`config.mk`:
```
export PLATFORM = sky130hd
export DESIGN_NAME = cavlc_level_pack
export DESIGN_NICKNAME = d
export VERILOG_FILES = /design/src/rtl/cavlc_level_pack_pkg.sv /design/src/rtl/cavlc_cw_build.sv /design/src/rtl/cavlc_level_pack.sv
export SDC_FILE = /design/constraint.sdc
export NUM_CORES = 1
export LEC_CHECK = 0
export CAP_MARGIN = 20
export CORE_MARGIN = 2
export CORE_UTILIZATION = 40
export DETAILED_ROUTE_END_ITERATION = 8
export GPL_TIMING_DRIVEN = 1
export PLACE_DENSITY = 0.63
export SKIP_LAST_GASP = 1
export SYNTH_ARGS = -nofsm -noshare
export SYNTH_HDL_FRONTEND = slang
export SYNTH_SLANG_ARGS = --single-unit
```
`constraint.sdc`:
```
create_clock -name clk -period 5.2 [get_ports clk]
set_input_delay 1.04 -clock clk [delete_from_list [all_inputs] [get_ports clk]]
set_output_delay 1.04 -clock clk [all_outputs]
set_load 0.01 [all_outputs]
```
`src/rtl/cavlc_level_pack_pkg.sv`:
```
// Shared constants and payload types for the CAVLC level bit packer.
//   CAVLC_OUT_W       output word width
//   CAVLC_ACC_W       accumulator depth in bits
//   CAVLC_MAX_PREFIX  largest encodable level prefix
//   CAVLC_BEAT_MAXLEN largest single-beat bit count (3 signs + 2 x 31)
package cavlc_level_pack_pkg;

  localparam int unsigned CAVLC_OUT_W       = 32;
  localparam int unsigned CAVLC_ACC_W       = 128;
  localparam int unsigned CAVLC_MAX_PREFIX  = 15;
  localparam int unsigned CAVLC_BEAT_MAXLEN = 65;

  localparam int unsigned CW_W       = 31;  // left-aligned codeword width
  localparam int unsigned CW_LEN_W   = 5;   // codeword length width
  localparam int unsigned BEAT_LEN_W = 7;   // beat length width (0..65)
  localparam int unsigned FILL_W     = 8;   // accumulator fill width (0..128)
  localparam int unsigned OUT_BITS_W = 6;   // out_bits width (0..32)

  localparam logic [0:0] ST_RUN   = 1'b0;
  localparam logic [0:0] ST_FLUSH = 1'b1;

  // One packed beat: bits left-aligned in vec, len of them valid.
  typedef struct packed {
    logic [CAVLC_BEAT_MAXLEN-1:0] vec;
    logic [BEAT_LEN_W-1:0]        len;
  } beat_t;

endpackage

```
`src/rtl/cavlc_cw_build.sv`:
```
// Combinational level codeword former: prefix zeros, a one, then the
// suffix MSB-first, left-aligned in a 31-bit field.
//   en_i            level present
//   prefix_i        leading-zero count (values above 15 are clamped)
//   suffixlength_i  suffix bit count
//   suffix_i        suffix value, LSB-aligned
//   cw_o            codeword, first bit at cw_o[30]
//   len_o           codeword length (0 when absent)
//   clamp_o         prefix was out of range for a present level
module cavlc_cw_build
  import cavlc_level_pack_pkg::*;
(
  input  logic                en_i,
  input  logic [4:0]          prefix_i,
  input  logic [3:0]          suffixlength_i,
  input  logic [14:0]         suffix_i,
  output logic [CW_W-1:0]     cw_o,
  output logic [CW_LEN_W-1:0] len_o,
  output logic                clamp_o
);

  logic                over_c;
  logic [3:0]          prefix_c;
  logic [31:0]         mask_c;
  logic [31:0]         val_c;
  logic [CW_LEN_W-1:0] len_c;
  logic [CW_W-1:0]     shifted_c;

  // Right-aligned value is the marker one followed by the suffix; the
  // prefix zeros appear once it is shifted up to the top of the field.
  always_comb begin
    over_c    = prefix_i > 5'(CAVLC_MAX_PREFIX);
    prefix_c  = over_c ? 4'(CAVLC_MAX_PREFIX) : prefix_i[3:0];
    mask_c    = (32'd1 << suffixlength_i) - 32'd1;
    val_c     = (32'd1 << suffixlength_i) | (32'(suffix_i) & mask_c);
    len_c     = 5'(prefix_c) + 5'd1 + 5'(suffixlength_i);
    shifted_c = 31'(val_c << (5'd31 - len_c));
    cw_o      = en_i ? shifted_c : '0;
    len_o     = en_i ? len_c : '0;
    clamp_o   = en_i && over_c;
  end

endmodule

```
`src/rtl/cavlc_level_pack.sv`:
```
// CAVLC level bit packer: forms sign + level codewords per beat, packs
// them MSB-first into a 128-bit accumulator and emits 32-bit words.
//   clk, rst_n                 clock, async active-low reset
//   in_valid/in_ready          input beat handshake
//   sign_bits, sign_len        trailing-one signs, [2] first
//   enable                     level presence, [0] level0, [1] level1
//   prefix*/suffixlength*/suffix*  level fields
//   flush                      drain request incl. partial word
//   out_valid/out_ready        output word handshake
//   out_data, out_bits         packed word (MSB oldest) and valid bit count
//   out_last                   final partial word of a flush
//   flush_done                 one-cycle flush completion pulse
//   err                        sticky prefix-overflow flag
module cavlc_level_pack
  import cavlc_level_pack_pkg::*;
(
  input  logic                  clk,
  input  logic                  rst_n,
  input  logic                  in_valid,
  output logic                  in_ready,
  input  logic [2:0]            sign_bits,
  input  logic [1:0]            sign_len,
  input  logic [1:0]            enable,
  input  logic [4:0]            prefix0,
  input  logic [4:0]            prefix1,
  input  logic [3:0]            suffixlength0,
  input  logic [3:0]            suffixlength1,
  input  logic [14:0]           suffix0,
  input  logic [14:0]           suffix1,
  input  logic                  flush,
  output logic                  out_valid,
  input  logic                  out_ready,
  output logic [CAVLC_OUT_W-1:0] out_data,
  output logic [OUT_BITS_W-1:0] out_bits,
  output logic                  out_last,
  output logic                  flush_done,
  output logic                  err
);

  logic [0:0]             state_q, state_d;
  beat_t                  s1_q, s1_d;
  logic [CAVLC_ACC_W-1:0] acc_q, acc_d;
  logic [FILL_W-1:0]      fill_q, fill_d;
  logic                   out_valid_q, out_valid_d;
  logic [CAVLC_OUT_W-1:0] out_data_q, out_data_d;
  logic [OUT_BITS_W-1:0]  out_bits_q, out_bits_d;
  logic                   out_last_q, out_last_d;
  logic                   flush_done_q, flush_done_d;
  logic                   err_q, err_d;

  logic [CW_W-1:0]        cw0, cw1;
  logic [CW_LEN_W-1:0]    len0, len1;
  logic                   clamp0, clamp1;
  beat_t                  beat_c;
  logic                   accept_c;
  logic                   pop_c;
  logic [FILL_W-1:0]      fill_pop_c;
  logic                   full_c;
  logic                   part_c;

  cavlc_cw_build u_cw0 (
    .en_i           (enable[0]),
    .prefix_i       (prefix0),
    .suffixlength_i (suffixlength0),
    .suffix_i       (suffix0),
    .cw_o           (cw0),
    .len_o          (len0),
    .clamp_o        (clamp0)
  );

  cavlc_cw_build u_cw1 (
    .en_i           (enable[1]),
    .prefix_i       (prefix1),
    .suffixlength_i (suffixlength1),
    .suffix_i       (suffix1),
    .cw_o           (cw1),
    .len_o          (len1),
    .clamp_o        (clamp1)
  );

  // Headroom rule: whatever is in S1 plus one worst-case beat must fit.
  assign in_ready = (state_q == ST_RUN) &&
                    ((9'(fill_q) + 9'(s1_q.len)) <= 9'd63);
  assign accept_c = in_valid && in_ready;
  assign pop_c    = out_valid_q && out_ready;

  // Beat concatenation: signs, then level0, then level1, left-aligned.
  always_comb begin
    beat_c.vec = ({sign_bits, 62'b0} & ~({CAVLC_BEAT_MAXLEN{1'b1}} >> sign_len))
               | ({cw0, 34'b0} >> sign_len)
               | ({cw1, 34'b0} >> (7'(sign_len) + 7'(len0)));
    beat_c.len = 7'(sign_len) + 7'(len0) + 7'(len1);
  end

  // Datapath next state: pop first, then S1 lands just below the new fill.
  always_comb begin
    s1_d       = accept_c ? beat_c : '0;
    fill_pop_c = fill_q - (pop_c ? 8'(out_bits_q) : 8'd0);
    acc_d      = (pop_c ? (acc_q << CAVLC_OUT_W) : acc_q)
               | ({s1_q.vec, 63'b0} >> fill_pop_c);
    fill_d     = fill_pop_c + 8'(s1_q.len);
    err_d      = err_q || (accept_c && (clamp0 || clamp1));
  end

  // Control FSM: RUN accepts beats, FLUSH drains to an empty accumulator.
  always_comb begin
    state_d      = state_q;
    flush_done_d = 1'b0;
    case (state_q)
      ST_RUN: begin
        if (flush) state_d = ST_FLUSH;
      end
      ST_FLUSH: begin
        if (pop_c && out_last_q) begin
          flush_done_d = 1'b1;
          state_d      = ST_RUN;
        end else if ((s1_q.len == '0) && (fill_q == '0)) begin
          flush_done_d = 1'b1;
          state_d      = ST_RUN;
        end
      end
      default: state_d = ST_RUN;
    endcase
  end

  // Output word is derived from next-state so registered outputs track
  // the accumulator without an extra cycle of lag.
  always_comb begin
    full_c      = fill_d >= 8'(CAVLC_OUT_W);
    part_c      = (state_d == ST_FLUSH) && (s1_d.len == '0) &&
                  (fill_d != '0) && !full_c;
    out_valid_d = full_c || part_c;
    out_last_d  = part_c;
    out_data_d  = out_valid_d ? acc_d[CAVLC_ACC_W-1 -: CAVLC_OUT_W] : '0;
    out_bits_d  = '0;
    if (full_c)      out_bits_d = 6'(CAVLC_OUT_W);
    else if (part_c) out_bits_d = 6'(fill_d);
  end

  // State and output registers.
  always_ff @(posedge clk or negedge rst_n) begin
    if (!rst_n) begin
      state_q      <= ST_RUN;
      s1_q         <= '0;
      acc_q        <= '0;
      fill_q       <= '0;
      out_valid_q  <= 1'b0;
      out_data_q   <= '0;
      out_bits_q   <= '0;
      out_last_q   <= 1'b0;
      flush_done_q <= 1'b0;
      err_q        <= 1'b0;
    end else begin
      state_q      <= state_d;
      s1_q         <= s1_d;
      acc_q        <= acc_d;
      fill_q       <= fill_d;
      out_valid_q  <= out_valid_d;
      out_data_q   <= out_data_d;
      out_bits_q   <= out_bits_d;
      out_last_q   <= out_last_d;
      flush_done_q <= flush_done_d;
      err_q        <= err_d;
    end
  end

  assign out_valid  = out_valid_q;
  assign out_data   = out_data_q;
  assign out_bits   = out_bits_q;
  assign out_last   = out_last_q;
  assign flush_done = flush_done_q;
  assign err        = err_q;

endmodule

```
==> results.txt, run 1 <==
----------------------------------------------------
[Worst setup path]
  WP data required ... 5660 ps
  Largest fanout on the critical path ... 4
  Worst setup path category ... in -> reg
  Arrival time worst endpoint ... roughly 5500 ps
  Crit path to ... s1_q[49]$_DFF_PN0_
  Crit. End Element ... register
  R2R setup slack ... about 870 ps
  Worst Setup Start Kind ... input port
  Endpoint of the worst-slack reg-to-reg timing path ... out_data[14]$_DFF_PN0_
  Startpoint of the worst-slack reg-to-reg timing path ... out_valid$_DFF_PN0_
  Critical Path Start ... suffixlength1[3]
  Cell depth of the worst flop-to-flop path ... 20

[Pwr]
  Comb power frac ... 0.738
  LEAKAGE ... about 12 nW
  Psw ... 9.20 mW
  Relative contribution of sequential cells to total power ... 0.158
  Sw frac ... 0.494
  Power density cells ... 634 nW/um^2
  Internal power ... 9.41 mW
  Peak ir drop on the vdd network ... 0.00123 V
  Clk pwr share ... 0.104

[Timing]
  Relative slew slack ... 0.406
  Fin crit share ... 0.974
  Max Clock Skew ... 20.1 ps
  Number of endpoints with negative hold slack in the final report ... 0
  Count of final max-slew check failures ... 0
  F_max ... slightly below 200 MHz
  Final number of setup-violating endpoints ... 0
  Final WS setup ... 137 ps
  Final-layout worst hold slack ... 475 ps
  Crit path time final ... 5060 ps
  Worst-margin pin slew ... 891 ps

[Die]
  Placement Rows ... 86
  Standard cell core area ... approximately 55000 sq um
  I/O pin count ... approximately 100
  Die area ... 57900 sq um
  Die extent in y ... 241 microns
  Initial standard-cell utilization of the core ... 0.406
  Die outline width ... 241 microns

[Drt]
  Final antenna-violating net count ... 0
  Number of detailed-routing iterations run before antenna repair ... 6
  Detailed-route wire length ... approximately 93 mm
  Count of unresolved DRC violations after routing ... 0
  Total number of vias ... approximately 25000
  Vias per cell ... 6.13
  Final routed wire length divided by cell count ... 22.4 microns
  Detailed router's first-iteration violation count ... 2494

[Yosys]
  Syn Inst Count ... 2876
  Cell with the most instances after synthesis ... sky130_fd_sc_hd__nor2_1
  Number of enable flip-flop cells after synthesis ... 0
  Ranking of synthesized cells by instance count ... 404 x sky130_fd_sc_hd__nor2_1, 376 x sky130_fd_sc_hd__nand2_1, 251 x sky130_fd_sc_hd__dfrtp_1, 202 x sky130_fd_sc_hd__clkbuf_1, 180 x sky130_fd_sc_hd__o21ai_0
  Library cell with the largest summed area after synthesis ... sky130_fd_sc_hd__dfrtp_1
  Total of flip-flops plus latches after synthesis ... 251
  Synthesized area per cell ... 7.78 sq um
  Number of distinct standard cells referenced by the synthesized netlist ... 83
  Net count of the mapped netlist ... ~3000
  Fraction of post-synthesis cell area in the top cell type by area ... 0.281
  Top flip-flop cell by instance count after synthesis ... sky130_fd_sc_hd__dfrtp_1
  Mapped Area ... ~22000 sq um
  Top cells by area in the synthesized netlist ... sky130_fd_sc_hd__dfrtp_1 28%, sky130_fd_sc_hd__mux4_2 7.0%, sky130_fd_sc_hd__nor2_1 6.8%, sky130_fd_sc_hd__nand2_1 6.3%, sky130_fd_sc_hd__o22ai_1 4.5%
  Sequential element share of the synthesized area ... 0.281
  Proportion of synthesized flip-flops having asynchronous set or reset ... 1.00
  Total of warnings raised by yosys ... 0

[Clock network]
  Maximum root-to-sink buffer count ... 3
  Clock Tree Root ... sky130_fd_sc_hd__clkbuf_16
  Clock tree from TritonCTS ... done
  Number of H-tree levels ... 1
  Inserted Clock Buffers ... 26
  Count of clock tree sinks ... 251
  Clk_lat worst skew ... 550 ps
  Clock-pin transition on the worst setup and hold timing paths ... 70 ps

[Layout]
  Final cell count without fillers ... 4137
  Area overhead of the layout relative to synthesis ... 31.1%
  Number of nets at the end of the flow ... between 3000 and 4000
  Post-Route Utilization ... 0.532
  Fraction of layout cells with a size suffix above 1 ... 0.257

[GRT]
  Total track usage ... 0.309
  Via count of the first global-routing pass ... around 24000
  Maximum number of pins on one net before global-route repair ... 115
  Number of antenna violations at the first check in global routing ... 1
  Global-route wire length before repair ... 141 mm
  Grt ovf ... 0

[Place]
  Dpl ws ... -682 ps
  Port Buf Inserts ... 102
  Cell count after placement ... 4084
  HPWL after detailed placement ... 70.9 mm
  RD Place Congestion ... 1.03

[Run status]
  Outcome ... finished clean

[Flow run]
  # Max-Cap Violations ... 0

[Min path]
  Tightest Hold Check Type ... in -> async

----------------------------------------------------
-- power by group through the flow --
| stage | registers [mW] | logic, mW | clock network (mW) |
|---|---|---|---|
| after detailed placement | 2.97 | 13.2 | 0 |
| final | 2.94 | 13.7 | 1.94 |
| after global routing | 3.01 | 14.7 | 2.06 |
| after floorplan | 2.95 | 7.65 | 0 |
| after global placement | 2.95 | 13.0 | 0 |
| after CTS | 2.94 | 13.3 | 1.98 |
-- logic make-up after synthesis --
family	count (synthesis)	synth area share
AND/OR/NAND/NOR	1119	0.222
AO/OA/AOI/OAI	928	0.275
buffers and inverters	303	0.0514
flip-flops	251	0.281
multiplexers	205	0.133
adder cells (fa/ha/maj)	44	0.0269
XOR/XNOR	26	0.0115
-- repair_timing --
| item | CTS | global route |
|---|---|---|
| pin swaps | 1 | 11 |
| resized for setup | 6 | 52 |
| hold buffers | 0 | 0 |
| endpoints found under the setup margin | 42 | 93 |
| setup buffers | 0 | 1 |
| gates cloned | 0 | 3 |
-- routing by layer --
metal,part of all wire,GRT usage,vias up
li1,-,-,11700
met1,0.41,0.408,12300
met2,0.47,0.515,1190
met3,0.063,0.0292,248
met4,0.054,0.142,0
met5,0,0,-
-- area by class of cell --
class                      count  area, sq um
inverter                      61          235
clock buffer                  33          718
timing repair buffer         703         5630
fill                        5337        25900
tap                          748          936
multi-input combinational   2325        15400
clock inverter                15          168
antenna                        1         2.50
sequential                   251         6280
-- critical path, stage by stage --
cell,delay [ps]
sky130_fd_sc_hd__clkdlybuf4s50_1,470
sky130_fd_sc_hd__or4b_1,560
sky130_fd_sc_hd__ha_2,290
sky130_fd_sc_hd__nand2b_1,170
sky130_fd_sc_hd__a32oi_2,300
sky130_fd_sc_hd__a21oi_1,120
sky130_fd_sc_hd__a222oi_1,370
sky130_fd_sc_hd__buf_4,200
sky130_fd_sc_hd__nor2_1,50
sky130_fd_sc_hd__buf_4,140
sky130_fd_sc_hd__nor4_2,300
sky130_fd_sc_hd__a211oi_1,140
sky130_fd_sc_hd__buf_4,170
sky130_fd_sc_hd__or2_2,280
sky130_fd_sc_hd__mux4_2,530
sky130_fd_sc_hd__or2_1,230
sky130_fd_sc_hd__a31oi_1,160
-- per-stage QoR --
step | power (mW) | setup TNS (ps) | area (sq um)
detailed placement | 16.2 | -49490 | 28200
global route | 19.7 | -1.44 | 29300
global placement | 16.0 | -49280 | 28200
CTS | 18.2 | -352 | 29100
floorplan | 10.6 | -16870 | 22600
finish | 18.6 | 0 | 29300
-- how the worst min path moves through the flow --
stage	endpoint	slack (ps)	cells past startpoint
6_report	acc_q[88]$_DFF_PN0_	480	1
5_1_grt	acc_q[29]$_DFF_PN0_	520	1
4_1_cts	acc_q[7]$_DFF_PN0_	490	2
3_5_place_dp	acc_q[7]$_DFF_PN0_	480	2
3_3_place_gp	acc_q[24]$_DFF_PN0_	470	2
2_1_floorplan	acc_q[0]$_DFF_PN0_	450	2
-- cell usage in the layout, fill, tap and decap left out, types with 16 or more instances in the layout --
cell                              count
sky130_fd_sc_hd__o21ai_0            175
sky130_fd_sc_hd__mux2_2              38
sky130_fd_sc_hd__a22o_1              28
sky130_fd_sc_hd__inv_1               51
sky130_fd_sc_hd__ha_1                32
sky130_fd_sc_hd__mux2i_1             97
sky130_fd_sc_hd__nor2b_1             37
sky130_fd_sc_hd__a31oi_1             36
sky130_fd_sc_hd__nand3_1             67
sky130_fd_sc_hd__a2bb2oi_1           17
sky130_fd_sc_hd__dfrtp_1            251
sky130_fd_sc_hd__o211ai_1            36
sky130_fd_sc_hd__mux4_2              70
sky130_fd_sc_hd__clkdlybuf4s50_1     99
sky130_fd_sc_hd__a22oi_1             32
sky130_fd_sc_hd__and2_1              23
sky130_fd_sc_hd__o22ai_1            159
sky130_fd_sc_hd__nor3_1              62
sky130_fd_sc_hd__a32oi_1             16
sky130_fd_sc_hd__nor2_1             399
sky130_fd_sc_hd__nand2_1            374
sky130_fd_sc_hd__a21oi_1            165
sky130_fd_sc_hd__buf_4              593
sky130_fd_sc_hd__or2_2               25
sky130_fd_sc_hd__clkbuf_16           27
sky130_fd_sc_hd__or3_1               26
sky130_fd_sc_hd__a211oi_1            46
-- flip-flops by register name (all words and copies together) (netlist names) --
| signal | flops |
|---|---|
| state_q | 1 |
| s1_q | 72 |
| out_data | 32 |
| out_bits | 6 |
| fill_q | 8 |
| out_valid | 1 |
| acc_q | 128 |
| out_last | 1 |
| flush_done | 1 |
| err | 1 |
(Power assumes the default switching activity.)
==> inputs of run 2 (changes only) <==
Settings changed: CAP_MARGIN 20 to 40.
==> results of run 2 <==
Same layout as run 1: the final DEF is identical, and so are final timing and power.
